`src/rtl/net_inertial_delay_if.sv`:
```
// Driver/net signal bundle for net_inertial_delay; remaining is sized from the effective delay D.
// NET_INERTIAL_CANCEL_CNT_EN adds the 16-bit cancel_cnt signal to both modports.
interface net_inertial_delay_if #(
  parameter int W = 1,
  parameter int D = 2
);
  localparam int RW = (D < 1) ? 1 : $clog2(D + 1);

  logic [W-1:0]  din;
  logic [W-1:0]  dout;
  logic          pending;
  logic [W-1:0]  target;
  logic [RW-1:0] remaining;
  logic          cancel;

`ifdef NET_INERTIAL_CANCEL_CNT_EN
  logic [15:0]   cancel_cnt;

  modport master (output din, input dout, pending, target, remaining, cancel, cancel_cnt);
  modport slave  (input din, output dout, pending, target, remaining, cancel, cancel_cnt);
`else
  modport master (output din, input dout, pending, target, remaining, cancel);
  modport slave  (input din, output dout, pending, target, remaining, cancel);
`endif

endinterface

```
`src/rtl/net_inertial_delay.sv`:
```
// Cycle-based inertial-delay model of a delayed net (assignment delay + net delay).
// Optional feature: define NET_INERTIAL_CANCEL_CNT_EN for a saturating 16-bit cancel counter.
module net_inertial_delay #(
  parameter int             W          = 1,
  parameter int             ASSIGN_DLY = 1,
  parameter int             NET_DLY    = 1,
  parameter logic [W-1:0]   RESET_VAL  = '0
) (
  input  logic                clk,
  input  logic                rst,
  net_inertial_delay_if.slave bus
);

  localparam int D  = ASSIGN_DLY + NET_DLY;
  localparam int RW = (D < 1) ? 1 : $clog2(D + 1);
  localparam logic [RW-1:0] CNT_LOAD = RW'(D - 1);

  if (D < 1) begin : g_bad_delay
    $error("net_inertial_delay: ASSIGN_DLY + NET_DLY must be at least 1");
  end

  typedef enum logic {
    IDLE,
    PENDING
  } state_t;

  state_t        state_q, state_d;
  logic [W-1:0]  dout_q, dout_d;
  logic [W-1:0]  target_q, target_d;
  logic [RW-1:0] cnt_q, cnt_d;
  logic          cancel_q, cancel_d;

  always_ff @(posedge clk) begin
    if (rst) begin
      state_q  <= IDLE;
      dout_q   <= RESET_VAL;
      target_q <= RESET_VAL;
      cnt_q    <= '0;
      cancel_q <= 1'b0;
    end else begin
      state_q  <= state_d;
      dout_q   <= dout_d;
      target_q <= target_d;
      cnt_q    <= cnt_d;
      cancel_q <= cancel_d;
    end
  end

  // Case equality keeps X/Z on din a distinct value in simulation.
  always_comb begin
    state_d  = state_q;
    dout_d   = dout_q;
    target_d = target_q;
    cnt_d    = cnt_q;
    cancel_d = 1'b0;
    case (state_q)
      IDLE: begin
        if (bus.din !== dout_q) begin
          target_d = bus.din;
          cnt_d    = CNT_LOAD;
          state_d  = PENDING;
        end
      end
      PENDING: begin
        if (cnt_q == '0) begin
          // Commit edge: the matured value lands even if din moved this edge.
          dout_d = target_q;
          if (bus.din === target_q) begin
            state_d = IDLE;
          end else begin
            target_d = bus.din;
            cnt_d    = CNT_LOAD;
          end
        end else if (bus.din === target_q) begin
          cnt_d = cnt_q - RW'(1);
        end else if (bus.din === dout_q) begin
          state_d  = IDLE;
          target_d = dout_q;
          cnt_d    = '0;
          cancel_d = 1'b1;
        end else begin
          target_d = bus.din;
          cnt_d    = CNT_LOAD;
          cancel_d = 1'b1;
        end
      end
      default: begin
        state_d  = IDLE;
        target_d = dout_q;
        cnt_d    = '0;
      end
    endcase
  end

  assign bus.dout      = dout_q;
  assign bus.pending   = (state_q == PENDING);
  assign bus.target    = target_q;
  assign bus.remaining = (state_q == PENDING) ? (cnt_q + RW'(1)) : '0;
  assign bus.cancel    = cancel_q;

`ifdef NET_INERTIAL_CANCEL_CNT_EN
  logic [15:0] cancel_cnt_q;

  always_ff @(posedge clk) begin
    if (rst) begin
      cancel_cnt_q <= '0;
    end else if (cancel_d && (cancel_cnt_q != 16'hFFFF)) begin
      cancel_cnt_q <= cancel_cnt_q + 16'd1;
    end
  end

  assign bus.cancel_cnt = cancel_cnt_q;
`endif

endmodule

```
`src/flat_wrapper.sv`:
```
// flat-port wrapper written by rule: the top's interface ports become plain ports
module net_inertial_delay_flat 
#(
  parameter int             W          = 1,
  parameter int             ASSIGN_DLY = 1,
  parameter int             NET_DLY    = 1,
  parameter logic [W-1:0]   RESET_VAL  = '0
)
  (clk, rst, bus_din, bus_dout, bus_pending, bus_target, bus_remaining, bus_cancel);
  net_inertial_delay_if #(.W(W), .D(2)) bus_i ();
  input  logic clk;
  input  logic rst;
  input wire logic [$bits(bus_i.din)-1:0] bus_din;
  output wire logic [$bits(bus_i.dout)-1:0] bus_dout;
  output wire logic [$bits(bus_i.pending)-1:0] bus_pending;
  output wire logic [$bits(bus_i.target)-1:0] bus_target;
  output wire logic [$bits(bus_i.remaining)-1:0] bus_remaining;
  output wire logic [$bits(bus_i.cancel)-1:0] bus_cancel;
  assign bus_i.din = bus_din;
  assign bus_dout = bus_i.dout;
  assign bus_pending = bus_i.pending;
  assign bus_target = bus_i.target;
  assign bus_remaining = bus_i.remaining;
  assign bus_cancel = bus_i.cancel;
  net_inertial_delay #(.W(W), .ASSIGN_DLY(ASSIGN_DLY), .NET_DLY(NET_DLY), .RESET_VAL(RESET_VAL)) u_core (.clk(clk), .rst(rst), .bus(bus_i));
endmodule
```
`config.mk`:
```
export PLATFORM = sky130hd
export DESIGN_NAME = net_inertial_delay_flat
export DESIGN_NICKNAME = d
export VERILOG_FILES = /design/src/rtl/net_inertial_delay_if.sv /design/src/rtl/net_inertial_delay.sv /design/src/flat_wrapper.sv
export SDC_FILE = /design/constraint.sdc
export NUM_CORES = 1
export LEC_CHECK = 0
export BUFFER_PORTS_ARGS = -buffer_cell sky130_fd_sc_hd__buf_2
export CAP_MARGIN = 20
export CORE_AREA = 2 2 39 41
export CTS_CLUSTER_SIZE = 14
export DETAILED_ROUTE_END_ITERATION = 16
export DIE_AREA = 0 0 41 43
export PLACE_DENSITY = 0.51
export SYNTH_ARGS = -nofsm -noshare
export SYNTH_HDL_FRONTEND = slang
export SYNTH_SLANG_ARGS = --single-unit
```
`constraint.sdc`:
```
create_clock -name clk -period 1.5 [get_ports clk]
set_input_delay 0.15 -clock clk [delete_from_list [all_inputs] [get_ports clk]]
set_output_delay 0.15 -clock clk [all_outputs]
set_load 0.02 [all_outputs]
```
=== Word level (Yosys, flattened, before mapping) ===
Cells that the tools add are included.

* Logic and storage cells: 38
* Register bits after elaboration: 6

* Mux-type cells: 19
* Reduce and logical (&&, ||, !) cells: 5
* Equality and inequality tests: 6
* Bitwise operators: 1
* Add/subtract/negate cells: 2

{| class="wikitable"
|+ Operators with widths
! operator !! count
|-
| 2-to-1 mux 1 bit || 11
|-
| 2-to-1 mux 2 bit || 5
|-
| AND reduction 2 bit || 3
|-
| case mux 1 bit (2 select lines) || 2
|-
| case mux 2 bit (2 select lines) || 1
|-
| inequality test 3 bit (second input constant) || 1
|-
| OR reduction 3 bit || 1
|-
| adder 2 x 1 -> 2 bit (second input constant) || 1
|-
| case equality test 1 bit || 2
|-
| logical NOT 2 bit || 1
|-
| inequality test 2 x 1 -> 1 bit (second input constant) || 1
|-
| inequality test 2 bit (second input constant) || 1
|-
| subtractor 2 x 1 -> 2 bit (second input constant) || 1
|-
| !== test 1 bit || 1
|-
| NOT 1 bit || 1
|}

=== Logic depth before layout (Yosys ltp) ===
* Depth in word-level cells: 5
* Mapped depth: 6
* Mapped depth without buffers: 6

=== Least setup slack after synthesis ===
OpenSTA, ideal clock, no wires.

* Path type: register to register
* Start point: register u_core.dout_q, in the netlist u_core.bus.dout
* End point: register u_core.cnt_q[0]
* Setup slack: 0.058 ns
* Arrival: 1.356 ns
* Clock period less this slack: 1.442 ns
* Stages on the path, launching flop included: 7
* Required time: 1.414 ns
* Buffers on the path: 0
* Cell sequence: dfxtp_1 > inv_1 > ha_1 > nor2b_1 > a31oi_1 > nor2_1 > a211oi_1

* Word-level cells in the longest chain between the ends: 5
* Elaborated cells between the ends (all ways): 8
* Those cells by class: eq/ne: 3; mux: 4; reduce/logical: 1

{| class="wikitable"
|+ RTL lines
! item !! RTL line !! text
|-
| start, declared || net_inertial_delay.sv:28 || <nowiki>logic [W-1:0] dout_q, dout_d;</nowiki>
|-
| start signal, assigned || net_inertial_delay.sv:42 || <nowiki>dout_q <= dout_d;</nowiki>
|-
| case equality test 1 bit || net_inertial_delay.sv:76 || <nowiki>end else if (bus.din === dout_q) begin</nowiki>
|-
| 2-to-1 mux 1 bit || net_inertial_delay.sv:76 ||
|-
| 2-to-1 mux 2 bit || net_inertial_delay.sv:74 || <nowiki>end else if (bus.din === target_q) begin</nowiki>
|-
| 2-to-1 mux 2 bit || net_inertial_delay.sv:65 || <nowiki>if (cnt_q == '0) begin</nowiki>
|-
| case mux 2 bit (2 select lines) || net_inertial_delay.sv:56 || <nowiki>case (state_q)</nowiki>
|-
| end signal, assigned || net_inertial_delay.sv:44 || <nowiki>cnt_q <= cnt_d;</nowiki>
|-
| end, declared || net_inertial_delay.sv:30 || <nowiki>logic [RW-1:0] cnt_q, cnt_d;</nowiki>
|}

Parallel ways exist; a longest one is shown, timed or not.
A chain may end at the register's enable or synchronous reset.

=== Worst setup path in the final report ===
* Start point: register u_core.cnt_q[0]
* End point: output bus_remaining[1]

* Word-level cells in the longest chain between the ends: 2

{| class="wikitable"
|+ RTL lines
! item !! RTL line !! text
|-
| adder 2 x 1 -> 2 bit || net_inertial_delay.sv:98 || <nowiki>assign bus.remaining = (state_q == PENDING) ? (cnt_q + RW'(1)) : '0;</nowiki>
|-
| 2-to-1 mux 2 bit || net_inertial_delay.sv:98 ||
|-
| end, declared || flat_wrapper.sv:17 || <nowiki>output wire logic [$bits(bus_i.remaining)-1:0] bus_remaining;</nowiki>
|}

No other way between the ends.

==> impl_metrics.tcl <==
set metrics [dict create \
    insertion_delay_ns 0.24 \
    firstDrtPassIters 4 \
    status "complete, no violations" \
    diodes 0 \
    yosys_warnings 0 \
    drive_gt1_share_pct 29.1 \
    cp_slowest_stage_delay_ns 0.36 \
    cts.clk_slew.worst_paths_ns 0.05 \
    dpl_cell_area_um2 429 \
    drv_slew 0 \
    maxSlewHeadroom_pct 85.3 \
    grt_first_pass_wirelength_um 1120 \
    areaGrowthSynthToFinish_pct 27.9 \
    fin_crit_ns 1.42 \
    dieWidth_um 41 \
    drt_iter0_markers 6 \
    grt_pass1_vias 304 \
    nets 64 \
    die_area_um2 1760 \
    grt.total_usage_pct 9.97 \
    cp_max_fo 4 \
    avgViaCountPerCell 4.75 \
    fmax_mhz 705 \
    clock_skew_ns 0.00223 \
    yosys.cell_types.count 22 \
    hold_path.class "in2reg" \
    setup_viol 0 \
    slowest_stage "dfxtp_1" \
    start_util_pct 25.9 \
    ioPinCount 9 \
    syn_avg_cell_area_um2 8.35 \
    cts.sinks 6 \
    rsz0062_at_grt "no" \
    cts_tree "yes" \
    synthesis.instances 43 \
    rows 14 \
    fin_area_um2 459 \
    end_kind "output port" \
    crit_buf_inv 2 \
    cp-start-kind "register" \
    cts_setup_buffers 0 \
    cts-buffers-inserted 3 \
    synth_area_leader_cell "dfxtp_1" \
    arrival_ns 1.27 \
    synth_area_um2 359 \
    wl_um 712 \
    ctsLongestPathBuffers 2 \
    antenna_found_initial 0 \
    htree_levels 1 \
    core-area_um2 1380 \
    grt-ovfl-total 0 \
    p_leak_nw 0.202 \
    worst-setup-path-type "reg2out" \
    wl_per_cell_um 10.0 \
    detail-route-antenna-nets 0 \
    num_vias 337 \
    finalCritPeriodShare_pct 94.5 \
    synth-seq-cells 6 \
    p_per_area_nw_per_um2 1090 \
    port_buffers 8 \
    yosys-top-cells-area "dfxtp_1 33%, ha_1 14%, nor2b_1 7.0%, a21oi_1 4.2%, inv_1 4.2%" \
    dpl.hpwl_um 539 \
    required_ns 1.35 \
    cp_top_family "flip-flops" \
    path_cells "inv_1 -> ha_1 -> and2_1 -> buf_2" \
    die-height_um 43 \
    peakVddDrop_v 0.000372 \
    fillerInstances 145 \
    tns_ns 0 \
    power_mw 0.502 \
    synth_top_area_share_pct 33.4 \
    cts-root-buf "clkbuf_4" \
    gp_congestion 0.669 \
    synth_nets 50 \
    grt_max_degree 8 \
    maxCapViolations 0 \
    tightest_slew_ns 0.218 \
    synth-seq-area-share_pct 33.4 \
    drc 0 \
    hold_viol_final 0 \
]
-- metal layers --
layer  global-route usage [%]  part of all wire, %
met2                     14.1                   47
met1                     10.7                   48
met4                     8.00                    0
met5                        0                    0
met3                     4.71                  5.6
-- timing repair --
| item | in CTS | in global routing |
|---|---|---|
| gates resized for setup | 0 | 2 |
| hold buffers | 0 | 0 |
| endpoints found under the setup margin | 0 | 2 |
-- Yosys cell counts, drive strengths merged --
cell type  n
o31ai      1
nor2       3
xnor2      1
a31oi      1
a31o       1
a21o       1
and2       1
o21ai      2
nand3b     1
inv        4
a32oi      1
o221ai     1
nor3b      1
buf        1
nand2      3
dfxtp      6
a21oi      3
nor2b      4
a211oi     1
o22ai      1
nand3      1
ha         4
-- placed cells by master, fill, tap and decap left out, types with 2 or more instances in the layout --
master and instances:
a21oi_1 3, buf_2 8, buf_4 2, clkbuf_4 3
dfxtp_1 6, ha_1 4, inv_1 4, nand2_1 3
nor2_1 3, nor2b_1 3, o21ai_0 2
-- state kept, by name, indices dropped and copies added, names as in the netlist --
name	cells
u_core.cnt_q	2
u_core.bus.cancel	1
u_core.bus.dout	1
u_core.bus.pending	1
u_core.bus.target	1
-- stage by stage --
stage / hold WS [ns] / instances / setup WS (ns) / util, %
after floorplan: 0.219 / 43 / 0.0580 / -
after global placement: 0.409 / 68 / 0.0706 / 31.0
after detailed placement: 0.403 / 68 / 0.0742 / 31.0
after CTS: 0.140 / 71 / 0.0575 / 32.6
after global routing: 0.154 / 71 / 0.00580 / 33.2
final: 0.160 / 71 / 0.0825 / 33.2
-- cell type report --
| type | instances | area, um^2 | share of cell area, % |
|---|---|---|---|
| Multi-Input combinational cell | 32 | 226 | 49.3 |
| Timing Repair Buffer | 10 | 55.1 | 12.0 |
| Inverter | 4 | 15.0 | 3.27 |
| Sequential cell | 6 | 120 | 26.2 |
| Clock buffer | 3 | 22.5 | 4.90 |
| Tap cell | 16 | 20.0 | 4.36 |
-- path summary, 6_finish.rpt --
| kind | start | to | slack, ns | cells past startpoint |
|---|---|---|---|---|
| worst max-delay path | u_core.cnt_q[0]$_SDFFE_PP0P_ | bus_remaining[1] | 0.08 | 4 |
| worst min-delay path | rst | u_core.bus.target$_SDFFE_PP0P_ | 0.16 | 2 |
| worst max register to register | u_core.bus.dout$_SDFFE_PP0P_ | u_core.cnt_q[0]$_SDFFE_PP0P_ | 0.11 | 6 |
| worst min register to register | u_core.bus.dout$_SDFFE_PP0P_ | u_core.bus.dout$_SDFFE_PP0P_ | 0.48 | 2 |
-- kinds of logic after synthesis --
group           Yosys count  share of synthesized area (%)
xor+xnor                  1                           2.44
fa+ha+maj                 4                           13.9
flops                     6                           33.5
compound gates           13                           24.0
simple gates             14                           20.6
buf+inv                   5                           5.57
-- power by group --
part / total [mW] / leakage, nW / switching [mW] / internal [mW]
clock: 0.151 / 0.0138 / 0.0601 / 0.0907
combinational: 0.160 / 0.138 / 0.0905 / 0.0699
sequential: 0.191 / 0.0494 / 0.0163 / 0.175
total: 0.502 / 0.202 / 0.167 / 0.335
Note: power is estimated with default switching activity, not from simulation.
